## src/rtl/if_id_stage.sv

```systemverilog
// ---------------------------------------------------------------------------
// if_id_stage
//   IF/ID pipeline register with load-use hazard detection for the 64-bit
//   pipelined core. It captures PC/inst from instruction_fetch every cycle.
//   On a load-use hazard it holds the register, freezes the PC and bubbles
//   ID/EX. On a taken branch it flushes the fetched instruction to a NOP.
//
//   Optional feature macro: IFID_PERF_CNT_EN
//     When defined, this block keeps saturating 32-bit stall and flush counters.
//     When undefined, there are no counter registers and both outputs read 0.
//
// Ports
//   clk, reset    clock and asynchronous active-high reset
//   PC, inst      fetched PC / instruction word from instruction_fetch
//   PCSrc         taken branch this cycle; flushes IF/ID
//   IDEX_MemRead  instruction in ID/EX is a load
//   IDEX_rd       destination register of the ID/EX instruction
//   IFID_PC       registered PC
//   IFID_inst     registered instruction
//   IFID_valid    registered instruction is real (0 for bubble/flush)
//   PCnotWrite    hold the PC in instruction_fetch
//   ctrl_bubble   zero the ID/EX control signals this cycle
//   state         FSM state: 0 RUN, 1 STALL, 2 FLUSH
//   stall_count   number of stall edges taken (0 without IFID_PERF_CNT_EN)
//   flush_count   number of flush edges taken (0 without IFID_PERF_CNT_EN)
// ---------------------------------------------------------------------------
module if_id_stage #(
    parameter logic [31:0] NOP_INST = 32'h00000013,
    parameter int unsigned XLEN     = 64
) (
    input  logic            clk,
    input  logic            reset,
    input  logic [XLEN-1:0] PC,
    input  logic [31:0]     inst,
    input  logic            PCSrc,
    input  logic            IDEX_MemRead,
    input  logic [4:0]      IDEX_rd,
    output logic [XLEN-1:0] IFID_PC,
    output logic [31:0]     IFID_inst,
    output logic            IFID_valid,
    output logic            PCnotWrite,
    output logic            ctrl_bubble,
    output logic [1:0]      state,
    output logic [31:0]     stall_count,
    output logic [31:0]     flush_count
);

    typedef enum logic [1:0] {
        ST_RUN   = 2'd0,
        ST_STALL = 2'd1,
        ST_FLUSH = 2'd2
    } state_t;

    state_t          r_state;
    state_t          w_state_next;
    logic [XLEN-1:0] r_pc;
    logic [31:0]     r_inst;
    logic            r_valid;

    logic [4:0]      w_rs1;
    logic [4:0]      w_rs2;
    logic [6:0]      w_opcode;
    logic            w_uses_rs2;
    logic            w_hazard;

    // Field decode of the instruction held in IF/ID
    assign w_rs1    = r_inst[19:15];
    assign w_rs2    = r_inst[24:20];
    assign w_opcode = r_inst[6:0];

    // Only R, S and B formats actually read rs2; other formats reuse those
    // bits as immediate and must not raise a false stall.
    assign w_uses_rs2 = (w_opcode == 7'b0110011) ||
                        (w_opcode == 7'b0100011) ||
                        (w_opcode == 7'b1100011);

    // A flushed entry (valid=0) or a load into x0 never stalls.
    assign w_hazard = r_valid && IDEX_MemRead && (IDEX_rd != 5'd0) &&
                      ((IDEX_rd == w_rs1) || (w_uses_rs2 && (IDEX_rd == w_rs2)));

    // A taken branch squashes the stalled instruction, so the stall is dropped.
    assign PCnotWrite  = w_hazard && !PCSrc;
    assign ctrl_bubble = w_hazard && !PCSrc;

    assign IFID_PC    = r_pc;
    assign IFID_inst  = r_inst;
    assign IFID_valid = r_valid;
    assign state      = r_state;

    // FSM next state: flush has priority over stall from every state
    always_comb begin
        w_state_next = ST_RUN;
        if (PCSrc) begin
            w_state_next = ST_FLUSH;
        end else if (w_hazard) begin
            w_state_next = ST_STALL;
        end
    end

    always_ff @(posedge clk or posedge reset) begin
        if (reset) begin
            r_state <= ST_RUN;
        end else begin
            r_state <= w_state_next;
        end
    end

    // IF/ID register: flush, else hold on stall, else capture
    always_ff @(posedge clk or posedge reset) begin
        if (reset) begin
            r_pc    <= '0;
            r_inst  <= NOP_INST;
            r_valid <= 1'b0;
        end else if (PCSrc) begin
            r_pc    <= PC;
            r_inst  <= NOP_INST;
            r_valid <= 1'b0;
        end else if (!w_hazard) begin
            r_pc    <= PC;
            r_inst  <= inst;
            r_valid <= 1'b1;
        end
    end

`ifdef IFID_PERF_CNT_EN
    logic [31:0] r_stall_cnt;
    logic [31:0] r_flush_cnt;

    // Saturating increment: sticks at all-ones instead of wrapping
    function automatic logic [31:0] sat_inc(input logic [31:0] v);
        return (v == 32'hFFFF_FFFF) ? v : v + 32'd1;
    endfunction

    always_ff @(posedge clk or posedge reset) begin
        if (reset) begin
            r_stall_cnt <= '0;
            r_flush_cnt <= '0;
        end else if (PCSrc) begin
            r_flush_cnt <= sat_inc(r_flush_cnt);
        end else if (w_hazard) begin
            r_stall_cnt <= sat_inc(r_stall_cnt);
        end
    end

    assign stall_count = r_stall_cnt;
    assign flush_count = r_flush_cnt;
`else
    assign stall_count = '0;
    assign flush_count = '0;
`endif

endmodule
```

## config.mk

```make
export PLATFORM = sky130hd
export DESIGN_NAME = if_id_stage
export DESIGN_NICKNAME = d
export VERILOG_FILES = /design/src/rtl/if_id_stage.sv
export SDC_FILE = /design/constraint.sdc
export NUM_CORES = 1
export LEC_CHECK = 0
export BUFFER_PORTS_ARGS = -buffer_cell sky130_fd_sc_hd__buf_4
export CORE_ASPECT_RATIO = 0.6
export CORE_MARGIN = 1
export CORE_UTILIZATION = 44
export CTS_CLUSTER_DIAMETER = 80
export DETAILED_ROUTE_END_ITERATION = 8
export PLACE_DENSITY = 0.78
export SLEW_MARGIN = 20
export SYNTH_ARGS = -nofsm -noshare
export SYNTH_HDL_FRONTEND = slang
export SYNTH_SLANG_ARGS = --single-unit
export TNS_END_PERCENT = 100
```

## constraint.sdc

```tcl
create_clock -name clk -period 3.9 [get_ports clk]
set_clock_uncertainty 0.1 [all_clocks]
set_input_delay 0.585 -clock clk [delete_from_list [all_inputs] [get_ports clk]]
set_output_delay 0.585 -clock clk [all_outputs]
set_load 0.005 [all_outputs]
```

==> results of run 1 <==
cell families (layout without fill, tap and decap cells):
logic type	Yosys count	in the layout	synth area share, %
AOI/OAI and AO/OA	4	4	0.800
DFF	99	99	54.7
xor gates and xnor gates	10	10	1.93
and+or+nand+nor	71	71	6.10
other	1	64	0.0827
muxes	96	96	23.0
buffers and inverters	85	228	13.4
area by class of cell:
| type | count | share of cell area (%) |
|---|---|---|
| Timing Repair Buffer | 211 | 25.2 |
| Clock inverter | 5 | 2.03 |
| Multi-Input combinational cell | 245 | 26.9 |
| Tap cell | 135 | 2.68 |
| Sequential cell | 99 | 39.4 |
| Clock buffer | 9 | 3.58 |
| Inverter | 3 | 0.219 |
flip-flops by register name, indices dropped and copies added, names as in the netlist:
| name | flops |
|---|---|
| state | 2 |
| IFID_inst | 32 |
| IFID_valid | 1 |
| IFID_PC | 64 |
worst max-delay path: cells and delay by family (launching register included):
family	cells	cell delay, ns
AND/OR/NAND/NOR	2	0.32
flip-flops	1	0.54
buffers and inverters	2	0.26
AO/OA/AOI/OAI	2	0.74
cell usage after synthesis:
library cell,count,area share (%)
sky130_fd_sc_hd__a2111oi_2,1,0.33
sky130_fd_sc_hd__a211o_1,1,0.19
sky130_fd_sc_hd__a21oi_1,1,0.11
sky130_fd_sc_hd__buf_2,5,0.55
sky130_fd_sc_hd__buf_4,65,11
sky130_fd_sc_hd__buf_6,5,1.2
sky130_fd_sc_hd__clkbuf_1,7,0.58
sky130_fd_sc_hd__conb_1,1,0.083
sky130_fd_sc_hd__dfrtp_1,96,53
sky130_fd_sc_hd__dfstp_2,3,1.7
sky130_fd_sc_hd__inv_1,2,0.17
sky130_fd_sc_hd__inv_2,1,0.083
sky130_fd_sc_hd__mux2_1,49,12
sky130_fd_sc_hd__mux2_2,15,3.7
sky130_fd_sc_hd__mux2i_1,32,7.1
sky130_fd_sc_hd__nand2_1,59,4.9
sky130_fd_sc_hd__nand3_1,1,0.11
sky130_fd_sc_hd__nand4_1,1,0.14
sky130_fd_sc_hd__nor2_1,7,0.58
sky130_fd_sc_hd__nor3_1,2,0.22
sky130_fd_sc_hd__o211ai_1,1,0.17
sky130_fd_sc_hd__or4_1,1,0.17
sky130_fd_sc_hd__xnor2_1,2,0.39
sky130_fd_sc_hd__xor2_1,8,1.5
per-stage QoR:
| step | worst slack (ns) | power (uW) | utilization, % | hold slack (ns) | std cells |
|---|---|---|---|---|---|
| 4_1_cts | 0.987 | 2490 | 63.3 | 0.197 | 707 |
| 6_report | 1.02 | 2460 | 63.3 | 0.189 | 707 |
| 3_3_place_gp | 1.04 | 1420 | 59.7 | 0.368 | 693 |
| 2_1_floorplan | 0.630 | 1280 | - | 0.383 | 429 |
| 3_5_place_dp | 1.02 | 1430 | 59.7 | 0.376 | 693 |
| 5_1_grt | 0.879 | 2560 | 63.3 | 0.215 | 707 |
worst min path at each step:
stage / startpoint / to / slack, ns / cells after the start
4_1_cts: reset / IFID_PC[28]$_DFFE_PP0P_ / 0.20 / 2
3_5_place_dp: IFID_PC[42]$_DFFE_PP0P_ / IFID_PC[42]$_DFFE_PP0P_ / 0.38 / 1
5_1_grt: reset / IFID_PC[28]$_DFFE_PP0P_ / 0.22 / 2
6_report: reset / IFID_PC[28]$_DFFE_PP0P_ / 0.19 / 2
2_1_floorplan: IFID_PC[0]$_DFFE_PP0P_ / IFID_PC[0]$_DFFE_PP0P_ / 0.38 / 1
3_3_place_gp: IFID_PC[47]$_DFFE_PP0P_ / IFID_PC[47]$_DFFE_PP0P_ / 0.37 / 1
power by group:
part	internal [uW]	switching [uW]	total [uW]
Sequential	1080	33.5	1120
Combinational	172	122	294
Clock	684	365	1050
routing by layer:
metal	wire length, um	vias up	global-route usage (%)
met2	5100	136	31.7
met3	819	6	6.63
met4	59	0	4.48
li1	-	1485	-
met5	0	-	0
met1	4360	1557	24.3
==> reports/metrics.sh, run 1 <==
CRITICAL-PATH-SLOWEST-CELL='sky130_fd_sc_hd__dfstp_2'
POSTCTSHOLDBUFS=0
N_ANTENNA_CELL=0
GLOBAL_ROUTE.USAGE.TOTAL_PCT=19.2
CHIPHEIGHT_UM=80.6
LARGEST_BUFFER_COUNT_ON_ANY_CLOCK_PATH=2
CTS_INSERTED_BUFFERS=9
STATUS='completed'
WORST_EP_REQUIRED_TIME_NS=3.21
VDD_DROP_MAX_uV=248
TOP_LEVEL_PORTS=270
CLKSINKCOUNT=99
SYNTHESIS_STAGE_REGISTER_BIT_COUNT=99
HOLD_PATH.CLASS='in -> async'
SEQCELLAREA_UM2=2480
NUMBER_OF_CELLS_UPSIZED_OR_DOWNSIZED_AFTER_CTS=0
DRT_PASS1_ITERATIONS=4
FINALWIRELENGTH_UM=10300
DIE_AREA_UM2=10700
AREA_GROWTH_PCT=38.9
DRC=0
NUMBER_OF_WARNINGS_REPORTED_IN_THE_YOSYS_SYNTHESIS_LOG=0
ROUTE.VIAS.TOTAL=3184
SETUP_VIOL_COUNT_FINAL=0
GR-TOTAL-OVERFLOW=0
CRITICAL_PATH.ENDPOINT='ctrl_bubble'
GPL_WTD_CONG=0.793
FIRST_GLOBAL_VIAS=3104
FINAL_COMMON_CELL='sky130_fd_sc_hd__buf_4'
DR.FIRST_ITER.DRC_COUNT=102
GRT_FIRST_PASS_WIRELENGTH_UM=15800
CP_SLOWEST_STAGE_DELAY_NS=0.54
CTS_POST_SETUP_BUFFERS_INSERTED=0
DRT-WIRELENGTH-PER-CELL_UM=14.6
MULTI_INPUT_COMB_AREA_UM2=1690
SYNTHCELLS=366
CRITICAL_PATH.STARTPOINT='IFID_inst[0]$_DFFE_PP1P_'
DIE_W_UM=133
TIMING.FINAL.MAX_SLEW_VIOLATIONS=0
MAXSLEWHEADROOM_PCT=40.7
WORSTSKEWPAIRLATENCY_NS=0.33
R2R_END='IFID_inst[24]$_DFFE_PP0P_'
DETAILEDPLACEMENTHPWL_UM=7970
ROUTE.DETAILED.VIAS_PER_INST=4.50
SYNTH_SEQUENTIAL_AREA_RATIO_PCT=54.7
CRITICAL_PATH.CELL_CHAIN='nand2_1 > a2111oi_2 > nand4_1 > a211o_2 > inv_1 > buf_4'
ANT_NETS=0
POWER.LEAKAGE_uW=0.00310
TIMING.FINAL.HOLD_VIOLATIONS=0
DPL_CELL_AREA_UM2=5940
FINAL.MIN_CLOCK_PERIOD_NS=2.88
WORSTSETUPSTARTPOINTTYPE='register'
FINISH.NET_COUNT=674
DESIGN_AREA_UM2=6290
GRT_SETUP_UNREPAIRED='no'
GRT_ANTENNA_BEFORE_REPAIR=0
KIND_OF_CAPTURE_POINT_OF_THE_WORST_SETUP_PATH='output pin'
PLACEMENTROWS=28
CTS_TREE='built'
PWR_DENSITY_CELL_nW_PER_UM2=391
CLKTRANSATPATHREGS_NS=0.06
TIMING.SETUP.CRITICAL_PATH_CLASS='reg -> out'
MAXCLOCKFREQUENCY_MHz=347
TOTAL_NEGATIVE_SLACK_FOR_SETUP_CHECKS_NS=0
HTREE_NUM_LEVELS=3
YOSYSUNIQUECELLTYPES=24
GRT_START_MAX_NET_PINS=60
STARTING_UTILIZATION_OF_THE_CORE_AREA_PCT=45.6
RR_WORST_DEPTH=6
REGTOREGSETUPSLACK_NS=1.33
TRANSITION_TIME_AT_THE_PIN_WITH_THE_LEAST_SLEW_MARGIN_NS=0.888
MAXCAPVIOLATIONS=0
CORE_AREA_UM2=9950
SYN-CELL-AREA_UM2=4530
FIN_CRIT_SH_PCT=74.0
WORSTPATHARRIVAL_NS=2.20
WORST-PATH-MAX-FANOUT=3
SYNTH_AREA_PER_CELL_UM2=12.4
LAYOUT_COMMON_CELLS='sky130_fd_sc_hd__buf_4, sky130_fd_sc_hd__dfrtp_1, sky130_fd_sc_hd__conb_1, sky130_fd_sc_hd__nand2_1, sky130_fd_sc_hd__mux2_1'
CLOCK-ROOT-BUFFER='sky130_fd_sc_hd__clkbuf_16'
DRIVE_ABOVE_1_SHARE_PCT=43.4
NUMBER_OF_BUFFER_CELLS_ADDED_ON_PRIMARY_PORTS=205
FILLERS=841
WORSTREG2REGSTART='IFID_inst[0]$_DFFE_PP1P_'
No activity file was read; power rests on OpenSTA's default activity.
==> run 2: changes to the inputs <==
clock period = 3 ns   (was 3.9 ns; I/O delays follow)
==> run 2 against run 1 <==
Count of clock-buffer cells in the layout unchanged. First-iteration DRC count down 5.9%. Register-to-register slack worse by 0.80 ns. Global-route usage up 0.11 points. Critical path type unchanged. Clock power up 15%. Non-clock buffer count up 1.
==> reports/metrics.sh, run 2 (synthesis results as in run 1) <==
DRT_PASS1_ITERATIONS=5
VDD_DROP_MAX_uV=317
ROUTE.DETAILED.VIAS_PER_INST=4.44
MAXCAPVIOLATIONS=0
CLOCK-ROOT-BUFFER='sky130_fd_sc_hd__clkbuf_16'
WORST_EP_REQUIRED_TIME_NS=2.45
GRT_START_MAX_NET_PINS=60
MAXCLOCKFREQUENCY_MHz=356
GPL_WTD_CONG=0.818
POSTCTSHOLDBUFS=0
CLOCKPOWERSHARE_PCT=39.7
TOP_LEVEL_PORTS=270
HTREE_NUM_LEVELS=3
WORSTSETUPSTARTPOINTTYPE='register'
WORST-PATH-MAX-FANOUT=6
SETUP_VIOL_COUNT_FINAL=0
CTS_POST_SETUP_BUFFERS_INSERTED=0
GLOBAL_ROUTE.USAGE.TOTAL_PCT=19.3
P_SW_SHARE_PCT=22.6
CHIPHEIGHT_UM=80.6
GRT_SETUP_UNREPAIRED='no'
WORSTPATHARRIVAL_NS=2.26
TIMING.SETUP.CRITICAL_PATH_CLASS='reg -> out'
DIE_W_UM=133
POWER_FRAC_SEQ_PCT=47.7
HOLD-WORST-SLACK_NS=0.0921
DIE_AREA_UM2=10700
NUMBER_OF_BUFFER_CELLS_ADDED_ON_PRIMARY_PORTS=205
WORSTSKEWPAIRLATENCY_NS=0.33
HOLD_PATH.CLASS='in -> async'
MAXSLEWHEADROOM_PCT=41.1
KIND_OF_CAPTURE_POINT_OF_THE_WORST_SETUP_PATH='output pin'
TIMING.FINAL.HOLD_VIOLATIONS=0
GR-TOTAL-OVERFLOW=0
ANT_NETS=0
DR.FIRST_ITER.DRC_COUNT=96
TIMING.FINAL.MAX_SLEW_VIOLATIONS=0
PWR_DENSITY_CELL_nW_PER_UM2=485
R2R_END='IFID_PC[42]$_DFFE_PP0P_'
DRC=0
CTS_INSERTED_BUFFERS=9
FILLERS=813
TRANSITION_TIME_AT_THE_PIN_WITH_THE_LEAST_SLEW_MARGIN_NS=0.882
FINAL_COMMON_CELL='sky130_fd_sc_hd__buf_4'
LAYOUT_COMMON_CELLS='sky130_fd_sc_hd__buf_4, sky130_fd_sc_hd__dfrtp_1, sky130_fd_sc_hd__conb_1, sky130_fd_sc_hd__nand2_1, sky130_fd_sc_hd__mux2_1'
DRT-WIRELENGTH-PER-CELL_UM=14.3
AREA_GROWTH_PCT=38.5
CTS_TREE='built'
POST-LAYOUT-TOTAL-POWER_uW=3050
NUMBER_OF_CELLS_UPSIZED_OR_DOWNSIZED_AFTER_CTS=0
PLACEMENTROWS=28
WORSTREG2REGSTART='IFID_inst[0]$_DFFE_PP1P_'
FINALWIRELENGTH_UM=10200
STARTING_UTILIZATION_OF_THE_CORE_AREA_PCT=45.6
P_INT_uW=2360
RR_WORST_DEPTH=6
CLKTRANSATPATHREGS_NS=0.07
NUMBER_OF_FLIP_FLOPS_IN_THE_LARGEST_REGISTER=64
CLKSINKCOUNT=99
LARGEST_BUFFER_COUNT_ON_ANY_CLOCK_PATH=2
TOTAL_NEGATIVE_SLACK_FOR_SETUP_CHECKS_NS=0
DETAILEDPLACEMENTHPWL_UM=7780
DRIVE_ABOVE_1_SHARE_PCT=43.6
N_ANTENNA_CELL=0
SWITCHING_POWER_uW=687
ROUTE.VIAS.TOTAL=3149
FIN_CRIT_SH_PCT=93.6
POWER.LEAKAGE_uW=0.00309
CORE_AREA_UM2=9950
FINISH.NET_COUNT=675
FIRST_GLOBAL_VIAS=3155
GRT_ANTENNA_BEFORE_REPAIR=0
FINAL.MIN_CLOCK_PERIOD_NS=2.81
REGTOREGSETUPSLACK_NS=0.53
STATUS='completed'
GRT_FIRST_PASS_WIRELENGTH_UM=16000
POWER.SHARE.COMBINATIONAL_PCT=12.6
==> run 2: cell types whose count changed in the layout (fill, tap and decap cells not counted) <==
| cell | previous run | this run |
|---|---|---|
| sky130_fd_sc_hd__clkinv_2 | 0 | 1 |
| sky130_fd_sc_hd__inv_6 | 0 | 1 |
| sky130_fd_sc_hd__clkinvlp_4 | 1 | 3 |
| sky130_fd_sc_hd__bufinv_16 | 4 | 2 |
| sky130_fd_sc_hd__inv_4 | 1 | 0 |
| sky130_fd_sc_hd__buf_12 | 0 | 1 |
==> run 2: how the worst max path moves through the flow <==
stage / depth (start not counted) / slack (ns) / from / to
4_1_cts: 6 / 0.15 / IFID_inst[0]$_DFFE_PP1P_ / PCnotWrite
6_report: 6 / 0.19 / IFID_inst[0]$_DFFE_PP1P_ / PCnotWrite
2_1_floorplan: 8 / 0.57 / IFID_inst[0]$_DFFE_PP1P_ / ctrl_bubble
3_5_place_dp: 7 / 0.39 / IDEX_rd[2] / PCnotWrite
5_1_grt: 6 / 0.03 / IFID_inst[0]$_DFFE_PP1P_ / ctrl_bubble
3_3_place_gp: 7 / 0.41 / IDEX_rd[2] / ctrl_bubble
==> run 2: final cells by class <==
type | instances | area, um2 | area share [%]
clock buffer | 9 | 225 | 3.59
clock inverter | 6 | 88.8 | 1.42
inverter | 3 | 15.0 | 0.239
multi-input combinational | 245 | 1690 | 27.0
sequential | 99 | 2480 | 39.5
tap | 135 | 169 | 2.69
timing repair buffer | 212 | 1600 | 25.6
==> run 2: power by group through the flow <==
stage | logic [uW] | registers, uW | clock network (uW)
after CTS | 389 | 1450 | 1250
final | 384 | 1450 | 1210
after floorplan | 190 | 1480 | 0
after detailed placement | 388 | 1480 | 0
after global routing | 427 | 1460 | 1300
after global placement | 376 | 1470 | 0
==> run 2: through the flow <==
| step | std cells | utilization, % | area, um2 | setup WS, ns |
|---|---|---|---|---|
| finish | 709 | 63.1 | 6280 | 0.191 |
| global route | 709 | 63.1 | 6280 | 0.0254 |
| CTS | 709 | 63.1 | 6280 | 0.151 |
| detailed placement | 694 | 59.9 | 5960 | 0.387 |
| global placement | 694 | 59.9 | 5960 | 0.407 |
| floorplan | 429 | - | 4770 | 0.569 |
==> run 2: per-layer routing <==
layer / part of all wire (%) / vias up / GRT usage [%]
li1: - / 1494 / -
met1: 42 / 1529 / 24.6
met2: 49 / 121 / 31.3
met3: 8.2 / 5 / 6.69
met4: 0.54 / 0 / 5.17
met5: 0 / - / 0
==> run 2: critical path, cell delays in order (launching register included) <==
cell and delay (ns):
sky130_fd_sc_hd__dfstp_2 0.54, sky130_fd_sc_hd__nand2_1 0.06, sky130_fd_sc_hd__a2111oi_2 0.36, sky130_fd_sc_hd__nand4_1 0.23, sky130_fd_sc_hd__a211o_2 0.46, sky130_fd_sc_hd__inv_1 0.15
sky130_fd_sc_hd__buf_4 0.13
